[src/rtl/neopix_tx_if.sv]
// Byte stream from the SPI receive slave into the NeoPixel transmitter.
// The master side owns the byte and its one-cycle write strobe.
interface neopix_tx_if;
    logic [7:0] data_in;
    logic       data_valid;

    modport master (
        output data_in,
        output data_valid
    );

    modport slave (
        input data_in,
        input data_valid
    );
endinterface

[src/rtl/neopix_tx.sv]
// WS2812 serializer: buffers incoming bytes in a small FIFO and shifts them
// out MSB-first with cycle-counted high/low times. When the FIFO runs dry a
// latch period (continuous low) is driven so the LED chain updates.
//
// state   | meaning
// --------+---------------------------------------------------------------
// S_LATCH | dout low for TRESET cycles, then frame_done pulse; reset state
// S_IDLE  | dout low, waiting for a byte in the FIFO
// S_BIT   | serializing shreg[7]; each bit lasts TBIT cycles
module neopix_tx #(
    parameter int T0H        = 20,
    parameter int T1H        = 40,
    parameter int TBIT       = 63,
    parameter int TRESET     = 3000,
    parameter int FIFO_DEPTH = 16
) (
    input  logic                        clk,
    input  logic                        reset,
    neopix_tx_if.slave                  bus,
    output logic                        dout,
    output logic                        busy,
    output logic [$clog2(FIFO_DEPTH):0] fifo_level,
    output logic                        overflow,
    output logic                        frame_done
);

    localparam int AW      = $clog2(FIFO_DEPTH);
    localparam int CNT_MAX = (TRESET > TBIT) ? TRESET : TBIT;
    localparam int CW      = $clog2(CNT_MAX);

    localparam logic [CW-1:0] BIT_LAST   = CW'(TBIT - 1);
    localparam logic [CW-1:0] RESET_LAST = CW'(TRESET - 1);
    localparam logic [CW-1:0] T0H_C      = CW'(T0H);
    localparam logic [CW-1:0] T1H_C      = CW'(T1H);
    localparam logic [AW:0]   LEVEL_FULL = (AW+1)'(FIFO_DEPTH);

    typedef enum logic [1:0] {
        S_LATCH,
        S_IDLE,
        S_BIT
    } state_t;

    // ------------------------------------------------------------------
    // Byte FIFO
    // ------------------------------------------------------------------
    logic [7:0]    mem [FIFO_DEPTH];
    logic [AW-1:0] wr_ptr;
    logic [AW-1:0] rd_ptr;
    logic [AW:0]   level;
    logic          fifo_empty;
    logic          fifo_full;
    logic          push;
    logic          pop;
    logic [7:0]    head;

    assign fifo_empty = (level == '0);
    assign fifo_full  = (level == LEVEL_FULL);
    assign push       = bus.data_valid && !fifo_full;
    assign head       = mem[rd_ptr];
    assign fifo_level = level;

    // Storage array: written on accepted pushes, no reset needed since the
    // pointers define what is valid.
    always_ff @(posedge clk) begin
        if (push) begin
            mem[wr_ptr] <= bus.data_in;
        end
    end

    // Pointers and occupancy; a push and a pop in the same cycle cancel
    // in the level count.
    always_ff @(posedge clk) begin
        if (reset) begin
            wr_ptr <= '0;
            rd_ptr <= '0;
            level  <= '0;
        end else begin
            if (push) begin
                wr_ptr <= wr_ptr + AW'(1);
            end
            if (pop) begin
                rd_ptr <= rd_ptr + AW'(1);
            end
            case ({push, pop})
                2'b10:   level <= level + (AW+1)'(1);
                2'b01:   level <= level - (AW+1)'(1);
                default: level <= level;
            endcase
        end
    end

    // Sticky drop flag: a strobe while full loses the byte.
    always_ff @(posedge clk) begin
        if (reset) begin
            overflow <= 1'b0;
        end else if (bus.data_valid && fifo_full) begin
            overflow <= 1'b1;
        end
    end

    // ------------------------------------------------------------------
    // Serializer FSM
    // ------------------------------------------------------------------
    state_t        state;
    state_t        state_nxt;
    logic [CW-1:0] cnt;
    logic [CW-1:0] cnt_nxt;
    logic [2:0]    bitidx;
    logic [2:0]    bitidx_nxt;
    logic [7:0]    shreg;
    logic [7:0]    shreg_nxt;
    logic          dout_nxt;
    logic          frame_done_nxt;

    // State and datapath registers; dout and frame_done are registered so
    // the line is glitch-free.
    always_ff @(posedge clk) begin
        if (reset) begin
            state      <= S_LATCH;
            cnt        <= '0;
            bitidx     <= '0;
            shreg      <= '0;
            dout       <= 1'b0;
            frame_done <= 1'b0;
        end else begin
            state      <= state_nxt;
            cnt        <= cnt_nxt;
            bitidx     <= bitidx_nxt;
            shreg      <= shreg_nxt;
            dout       <= dout_nxt;
            frame_done <= frame_done_nxt;
        end
    end

    // Next-state, counter, shift and pop decisions.
    always_comb begin
        state_nxt      = state;
        cnt_nxt        = cnt;
        bitidx_nxt     = bitidx;
        shreg_nxt      = shreg;
        dout_nxt       = 1'b0;
        frame_done_nxt = 1'b0;
        pop            = 1'b0;

        case (state)
            S_LATCH: begin
                // Runs to completion even if bytes arrive meanwhile.
                if (cnt == RESET_LAST) begin
                    frame_done_nxt = 1'b1;
                    cnt_nxt        = '0;
                    state_nxt      = S_IDLE;
                end else begin
                    cnt_nxt = cnt + CW'(1);
                end
            end

            S_IDLE: begin
                if (!fifo_empty) begin
                    pop        = 1'b1;
                    shreg_nxt  = head;
                    bitidx_nxt = 3'd7;
                    cnt_nxt    = '0;
                    state_nxt  = S_BIT;
                end
            end

            S_BIT: begin
                dout_nxt = (cnt < (shreg[7] ? T1H_C : T0H_C));
                if (cnt == BIT_LAST) begin
                    cnt_nxt = '0;
                    if (bitidx != 3'd0) begin
                        shreg_nxt  = {shreg[6:0], 1'b0};
                        bitidx_nxt = bitidx - 3'd1;
                    end else if (!fifo_empty) begin
                        // Back-to-back byte: reload with no gap cycle.
                        pop        = 1'b1;
                        shreg_nxt  = head;
                        bitidx_nxt = 3'd7;
                    end else begin
                        state_nxt = S_LATCH;
                    end
                end else begin
                    cnt_nxt = cnt + CW'(1);
                end
            end

            default: begin
                state_nxt = S_LATCH;
                cnt_nxt   = '0;
            end
        endcase
    end

    assign busy = (state != S_IDLE) || !fifo_empty;

endmodule

[src/flat_wrapper.sv]
// flat-port wrapper written by rule: the top's interface ports become plain ports
module neopix_tx_flat 
#(
    parameter int T0H        = 20,
    parameter int T1H        = 40,
    parameter int TBIT       = 63,
    parameter int TRESET     = 3000,
    parameter int FIFO_DEPTH = 16
)
  (clk, reset, dout, busy, fifo_level, overflow, frame_done, bus_data_in, bus_data_valid);
  neopix_tx_if bus_i ();
  input  logic clk;
  input  logic reset;
  output logic dout;
  output logic busy;
  output logic [$clog2(FIFO_DEPTH):0] fifo_level;
  output logic overflow;
  output logic frame_done;
  input wire logic [$bits(bus_i.data_in)-1:0] bus_data_in;
  input wire logic [$bits(bus_i.data_valid)-1:0] bus_data_valid;
  assign bus_i.data_in = bus_data_in;
  assign bus_i.data_valid = bus_data_valid;
  neopix_tx #(.T0H(T0H), .T1H(T1H), .TBIT(TBIT), .TRESET(TRESET), .FIFO_DEPTH(FIFO_DEPTH)) u_core (.clk(clk), .reset(reset), .bus(bus_i), .dout(dout), .busy(busy), .fifo_level(fifo_level), .overflow(overflow), .frame_done(frame_done));
endmodule
[config.mk]
export PLATFORM = sky130hd
export DESIGN_NAME = neopix_tx_flat
export DESIGN_NICKNAME = d
export VERILOG_FILES = /design/src/rtl/neopix_tx_if.sv /design/src/rtl/neopix_tx.sv /design/src/flat_wrapper.sv
export SDC_FILE = /design/constraint.sdc
export NUM_CORES = 1
export LEC_CHECK = 0
export CAP_MARGIN = 20
export CORE_ASPECT_RATIO = 0.6
export CORE_MARGIN = 8
export CORE_UTILIZATION = 47
export DETAILED_ROUTE_END_ITERATION = 6
export SETUP_SLACK_MARGIN = 0.15
export SLEW_MARGIN = 20
export SYNTH_ARGS = -nofsm -noshare
export SYNTH_HDL_FRONTEND = slang
export SYNTH_SLANG_ARGS = --single-unit
[constraint.sdc]
create_clock -name clk -period 8.8 [get_ports clk]
set_clock_uncertainty 0.05 [all_clocks]
set_input_delay 0.88 -clock clk [delete_from_list [all_inputs] [get_ports clk]]
set_output_delay 0.88 -clock clk [all_outputs]
set_load 0.01 [all_outputs]
# Word-level counts from Yosys, hierarchy flattened
# Memory sizes are Yosys's and may differ from the RTL's. A register that Yosys moved wholly into a read port is not among the register bits.
# Cells that the tools add are included.
dict set report word_totals {
  register_bits 41
  ramBits 128
  word_cells 76
  mem_count 1
}
# name words word_bits rd rd_clocked_by_memory_dff write_ports line
set memory_table {}
lappend memory_table {u_core.mem 16 8 1 1 1 neopix_tx.sv:46} ;# logic [7:0] mem [FIFO_DEPTH];
dict set report op_classes {
  n_addsub 6
  n_lt_le_gt_ge 1
  eq_ne 13
  muxes 29
  bitwise_logic 2
  n_reduce_logical 14
}
# cell n
set op_table {}
lappend op_table {{$mux W12} 3}
lappend op_table {{$pmux W12 S3} 1}
lappend op_table {{$mux W8} 3}
lappend op_table {{$pmux W8 S2} 1}
lappend op_table {{$add A12 B1 Y12 const B} 1}
lappend op_table {{$eq A12 B12 Y1 const B} 1}
lappend op_table {{$eq A12 B6 Y1 const B} 1}
lappend op_table {{$lt A12 B12 Y1} 1}
lappend op_table {{$mux W2} 5}
lappend op_table {{$pmux W5 S2} 1}
lappend op_table {{$mux W3} 3}
lappend op_table {{$add A4 B1 Y4 const B} 2}
lappend op_table {{$mux W4} 2}
lappend op_table {{$ne A2 B1 Y1 const B} 4}
lappend op_table {{$mux W1} 6}
lappend op_table {{$mux W6} 1}
lappend op_table {{$pmux W2 S3} 1}
lappend op_table {{$pmux W3 S2} 1}
lappend op_table {{$add A5 B1 Y5 const B} 1}
lappend op_table {{$eq A5 B5 Y1 const B} 1}
lappend op_table {{$logic_not A5 Y1} 1}
lappend op_table {{$reduce_and A5 Y1} 1}
lappend op_table {{$sub A5 B1 Y5 const B} 1}
lappend op_table {{$eq A2 B1 Y1 const B} 2}
lappend op_table {{13 further kinds} 20}

# Depth between registers and ports, before layout
dict set report logic_depth {
  depth_word 7
  ltp_mapped 14
  depth_no_buf 13
}

# Least setup slack after synthesis
# No wires, ideal clock.
dict set report synth_path {
  path_kind {register to register}
  startpoint {register u_core.cnt[7]}
  endpoint {register u_core.level[4], in the netlist u_core.fifo_level[4]}
  arrival_time_ps 3203
  required_ps 8627
  slack_ps 5424
  path_stages_with_launch 13
  path_buffers 1
  period_less_slack_ps 3376
  path_cell_list {dfxtp_1 -> or4_4 -> or4_4 -> a21oi_2 -> ha_1 -> buf_2 -> xor2_1 -> ha_1 -> a31oi_1 -> nand2b_1 -> o21ai_0 -> nor3_1 -> mux2_1}
}
dict set report synth_between {
  elab_chain_cells 5
  elab_cells_between_ends 7
  classes_between {eq/ne: 3; mux: 3; reduce/logical: 1}
}
# item line
set synth_lines {}
lappend synth_lines {{start, declared} neopix_tx.sv:106} ;# logic [CW-1:0] cnt;
lappend synth_lines {{start signal, assigned} neopix_tx.sv:127} ;# cnt <= cnt_nxt;
lappend synth_lines {{$eq A12 B6 Y1 (*)} neopix_tx.sv:169} ;# if (cnt == BIT_LAST) begin
lappend synth_lines {{$mux W1 (*)} neopix_tx.sv:169}
lappend synth_lines {{$pmux W1 S2 (*)} neopix_tx.sv:145} ;# case (state)
lappend synth_lines {{net u_core.pop} neopix_tx.sv:53} ;# logic pop;
lappend synth_lines {{$eq A2 B1 Y1 / $eq A2 B2 Y1 (equally long branches)} neopix_tx.sv:84} ;# case ({push, pop})
lappend synth_lines {{$pmux W5 S2 / $reduce_bool A2 Y1 (equally long branches)} --}
lappend synth_lines {{end signal, assigned} neopix_tx.sv:85} ;# 2'b10: level <= level + (AW+1)'(1);
lappend synth_lines {{end signal, assigned} neopix_tx.sv:86} ;# 2'b01: level <= level - (AW+1)'(1);
lappend synth_lines {{end signal, assigned} neopix_tx.sv:87} ;# default: level <= level;
lappend synth_lines {{end, declared} neopix_tx.sv:49} ;# logic [AW:0] level;
# Mark *: on every way through the listed nets, which the timed path passes. The rest lies on a longest branch.
# A chain may end at the register's enable or synchronous reset.

# Final worst setup path
# Same ends and word-level chain as after synthesis.

==> out/metrics.cfg <==
[status]
status=completed

[pwr]
powerDensity_nw_per_um2=211
ir_drop_mv=0.0902
power_frac_comb_pct=7.7
p_clk_share_pct=40.0
p_int_mw=1.34
p_sw_uw=407
p_seq_share_pct=52.3
total_power_mw=1.75
sw_frac_of_total_pct=23.3
p_leak_nw=2.73

[setup_path]
start_kind=flop
criticalPathCategory=flop to flop
required_ns=9.05
cp_top_family=simple AND/OR/NAND/NOR gates
path_cells=or4_4, or4_4, a21oi_2, ha_1, ha_1, nor4b_1, nand3_1, o21ai_0, nor3_1, mux2_1
endpoint_kind=flop
critPathSlowestCell=or4_4
critPathMaxStageDelay_ns=0.59
critPathArrivalTime_ns=4.07
worst-path-buf-inv=0
cp_max_fo=9

[floorplan]
rows=35
die_h_um=113
ios=20
die_x_um=177
fp.dieArea_um2=19900
start_util_pct=47.8
core-area_um2=15300

[route]
wl_per_cell_um=19.9
routed_via_density=5.59
dr.pass1.iters=5
drc=0
drt-total-wl_um=14700
drtAntennaViolNets=0
vias=4128
drt-initial-drc-count=541

[finish]
drive_gt1_share_pct=16.2
nets=553
design_area_um2=8270
n_antenna_cell=0
syn_to_final_growth_pct=13.2
fill_cells=1246

[synth]
synth-edff-count=128
synth_ff_type=edfxtp_1
yosysSeqAreaShare_pct=65.0
yosysMostFrequentCell=edfxtp_1
synth.area.top_cells=edfxtp_1 53%, dfxtp_1 12%, mux4_2 11%
synth_largest_area_cell=edfxtp_1
synthCells=500
ys_seq_elements=173
synthTopCellsByCount=128 x edfxtp_1, 64 x nor2_1, 45 x dfxtp_1
syn_area_um2=7300
avgSynthCellArea_um2=14.6
synth-warning-count=0
synth.distinct_cells=54
async_reset_ff_share_pct=0
syn_nets=529
yosysTopAreaCellShare_pct=52.6

[timing]
fin_tns_setup_ns=0
rsz0062_at_grt=false
slew_viol_final=0
worst_pin_slew_ns=1.07
report.final.hold_viol_count=0
fmax_mhz=262
fin_crit_ns=3.82
post-route-period-util_pct=43.4
setup_viol=0
slew_headroom_pct=28.6

[place]
gp_congestion=0.838
port_buffers=19
dp_hpwl_um=9660
place_area_um2=7720

[clock_network]
cts_buffers=17
cts_setup_buffers=0
htreeDepth=4
clkSinkCount=173
tritoncts=built
clockBufferDepth=2
root_buffer=clkbuf_16
postCtsResizedCells=0
cts_hold_buf=0
clk_latency_ns=0.42
clk_pin_slew_ns=0.07

[global_route]
grt_pass1_vias=3949
overflow=0
antenna_found_initial=0
grt_pass1_wl_um=22800
grtUsageTotal_pct=15.3
grt_max_degree=40

[worst_hold_path]
worst_hold_path_type=flop to flop

[flow_run]
maxCapViolations=0

[per-layer routing]
metal  global-route usage (%)  part of all wire, %  up-vias
li1                         -                    -     1934
met1                     23.4                   51     2077
met2                     20.6                   42      104
met3                     4.46                  5.4       13
met4                     4.24                  1.1        0
met5                        0                    0        -
[cell usage in the layout, fill, tap and decap left out, types with 3 or more instances in the layout]
| cell | count |
|---|---|
| a2111oi_0 | 3 |
| a211oi_1 | 6 |
| a21oi_1 | 13 |
| and2_1 | 3 |
| and3_1 | 4 |
| buf_4 | 8 |
| clkbuf_16 | 17 |
| clkdlybuf4s50_1 | 19 |
| clkinv_2 | 3 |
| clkinv_4 | 3 |
| dfxtp_1 | 44 |
| edfxtp_1 | 128 |
| ha_1 | 18 |
| inv_1 | 17 |
| inv_6 | 3 |
| mux2i_1 | 9 |
| mux4_2 | 36 |
| nand2_1 | 26 |
| nand2b_1 | 8 |
| nand4_1 | 8 |
| nor2_1 | 62 |
| nor2b_1 | 7 |
| nor3_1 | 8 |
| nor3b_1 | 3 |
| nor4_1 | 4 |
| o21ai_0 | 10 |
| or3_1 | 4 |
| xnor2_1 | 5 |
| xor2_1 | 13 |
[sequential cells by signal (all words and copies together), names as in the netlist, named ones only]
signal,cells
u_core.shreg,8
u_core.dout,1
u_core.state,2
u_core.cnt,12
u_core.fifo_level,5
u_core.frame_done,1
u_core.bitidx,3
u_core.mem,128
u_core.overflow,1
u_core.wr_ptr,4
u_core.rd_ptr,4
[power groups by stage]
stage	Combinational (mW)	Sequential, mW	Clock [mW]
global placement	0.131	0.931	0
finish	0.134	0.914	0.699
global route	0.150	0.916	0.750
floorplan	0.0918	0.926	0
CTS	0.135	0.914	0.715
detailed placement	0.134	0.931	0
[tightest hold or removal path: stages (launching register included)]
cell and delay, ns:
dfxtp_1 0.33, a31oi_1 0.04, nor2_1 0.07
[logic make-up after synthesis]
group | share of synthesized area (%)
buf+inv | 2.18
flops | 65.0
fa+ha+maj | 3.08
mux | 12.6
compound gates | 4.61
xor+xnor | 2.16
simple gates | 10.4
[final timing paths]
check | from | to | slack (ns) | cells after the start
worst max-delay path | u_core.cnt[7]$_SDFFE_PP0N_ | u_core.fifo_level[4]$_SDFFE_PP0P_ | 4.98 | 10
worst min-delay path | u_core.overflow$_SDFFE_PP0P_ | u_core.overflow$_SDFFE_PP0P_ | 0.42 | 2
worst max register to register | u_core.cnt[7]$_SDFFE_PP0N_ | u_core.fifo_level[4]$_SDFFE_PP0P_ | 4.98 | 10
worst min register to register | u_core.overflow$_SDFFE_PP0P_ | u_core.overflow$_SDFFE_PP0P_ | 0.42 | 2
[cell type report]
cell class,count,area [um^2],area share [%]
flip-flops and latches,173,4750,57.4
multi-input cells,287,2410,29.1
clock buffers,18,429,5.19
well taps,203,254,3.07
repair buffers,27,250,3.03
clock inverters,13,118,1.42
inverters,18,67.6,0.817
[per-stage QoR]
step | hold slack, ns | worst slack, ns | util, % | cells
floorplan | 0.387 | 5.42 | - | 500
global placement | 0.402 | 4.77 | 50.5 | 708
detailed placement | 0.413 | 4.73 | 50.5 | 708
CTS | 0.429 | 5.01 | 54.1 | 739
global route | 0.448 | 4.79 | 54.1 | 739
finish | 0.423 | 4.98 | 54.1 | 739
Power figures use the tool's default switching activity.
==> edit (same settings) <==
`FIFO_DEPTH` is set to 16 in 2 places; all go to 32.
--- a/src/rtl/neopix_tx.sv
+++ b/src/rtl/neopix_tx.sv
@@ -13,5 +13,5 @@
     parameter int TBIT       = 63,
     parameter int TRESET     = 3000,
-    parameter int FIFO_DEPTH = 16
+    parameter int FIFO_DEPTH = 32
 ) (
     input  logic                        clk,
--- a/src/flat_wrapper.sv
+++ b/src/flat_wrapper.sv
@@ -6,5 +6,5 @@
     parameter int TBIT       = 63,
     parameter int TRESET     = 3000,
-    parameter int FIFO_DEPTH = 16
+    parameter int FIFO_DEPTH = 32
 )
   (clk, reset, dout, busy, fifo_level, overflow, frame_done, bus_data_in, bus_data_valid);
Ports: changed (resized fifo_level); port bits go from 20 to 21. The function was not compared with the original's and may differ.
==> edit against the unedited design <==
Hold slack improved by 7.7 ps; synthesized area rose by 70%; synthesized cell count rose by 42%; critical path depth grew 2; total power is 70% higher; non-clock buffer count decreased by 1; fmax is 3.3% higher; first-iteration DRC count rose by 27%; wire length rose by 80%; clock power grew 72%; setup slack gained 120 ps; die area grew 61%; sequential cell count rose by 132; design area grew 67%; highest routed layer unchanged.
==> edit: results (changes against the unedited design) <==
routed vias=6,425 (+56%); DP HPWL=17.1 mm (+77%); Top Registers=u_core.mem (256), u_core.cnt (12), u_core.shreg (8); commonest cells in the netlist=256 x edfxtp_1, 93 x nor2_1, 80 x mux4_2; Port Buf Inserts=20 (+1); Initial DRT Pass Iterations=6 (+1); CP max-delay cell=ha_1; Static Leak=4.30 nW (+58%); fillcell total=2,088 (+68%); GP Congestion=0.852 (+1.7%); crit-path max FO=12 (+3); Worst path top cell family by delay=adder cells; Clock Latency Late Sink=560 ps (+140 ps); status=complete, no violations; max incr delay on CP=470 ps (-120 ps); Total GRT Usage=0.169 (+0.0163); Cell variety after synth=58 (+7.4%); pin count of the biggest net entering global routing=65 (+63%); Initial DRC Count=688 (+27%); ratio of cells with drive above 1 in the final layout=0.206 (+0.0441); WL per Instance=23.9 um (+20%); number of enable flip-flop cells after synthesis=256 (+100%); nets@finish=756 (+37%); syn_nets=738 (+40%); first-pass GRT wire length=40.5 mm (+77%); synth top area cells=edfxtp_1 62%, mux4_2 15%, dfxtp_1 7.9%; register area share after synthesis=0.700 (+0.0502); vias in the first global route=6,324 (+60%); Max VDD drop=0.163 mV (+81%); Max Root-Sink Buffers=3 (+1)
==> edit: final timing paths <==
| check | from | endpoint | slack, ps | cells after the start |
|---|---|---|---|---|
| setup / recovery | u_core.state[0] | u_core.fifo_level[4] | 5100 | 12 |
| hold / removal | u_core.bitidx[0] | u_core.bitidx[0] | 430 | 1 |
| setup reg to reg | u_core.state[0] | u_core.fifo_level[4] | 5100 | 12 |
| hold reg to reg | u_core.bitidx[0] | u_core.bitidx[0] | 430 | 1 |
==> edit: area by class of cell <==
cell class              count  area (um2)  share of cell area
repair buffers             26         215              0.0156
well taps                 360         450              0.0326
clock buffers              40         817              0.0591
flip-flops and latches    305        8670               0.628
inverters                  13        48.8             0.00353
clock inverters            14         104             0.00751
multi-input cells         353        3510               0.254
==> edit: stage by stage <==
step	setup slack (ps)	std cells	hold WS (ps)	cell area (um2)	power, mW
2_1_floorplan	5480	710	387	12400	1.74
3_3_place_gp	5210	1057	399	12900	1.79
3_5_place_dp	5060	1057	428	12900	1.80
4_1_cts	5100	1111	439	13800	2.99
5_1_grt	4800	1111	460	13800	3.08
6_report	5100	1111	431	13800	2.97
==> edit: power by group <==
group,switching [mW],leakage (nW),internal [mW]
registers,0.0187,2.70,1.59
clock network,0.521,0.450,0.679
logic,0.106,1.14,0.0590
total,0.646,4.30,2.32
==> edit: worst reg2reg max path, delay by kind of cell (launching register included) <==
| family | cells | cell delay [ps] |
|---|---|---|
| adders and majority gates | 3 | 950 |
| muxes | 1 | 350 |
| DFF | 1 | 320 |
| xor gates and xnor gates | 1 | 130 |
| buffers and inverters | 1 | 80 |
| AOI/OAI and AO/OA | 3 | 790 |
| and+or+nand+nor | 3 | 920 |
==> edit: cells by family (layout without fill, tap and decap cells) <==
kind of cell,count (synthesis),after routing,share of synthesized area
DFF,305,305,0.700
and+or+nand+nor,181,181,0.0728
AOI/OAI and AO/OA,49,49,0.0286
adders and majority gates,17,17,0.0172
muxes,88,88,0.152
buffers and inverters,52,93,0.0170
xor gates and xnor gates,18,18,0.0127
==> edit: routing by layer <==
metal | global-route usage | share of wire | up-vias
met3 | 0.0414 | 0.071 | 35
met2 | 0.233 | 0.42 | 210
met4 | 0.0327 | 0.014 | 0
met5 | 0 | 0 | -
met1 | 0.269 | 0.50 | 3344
li1 | - | - | 2836
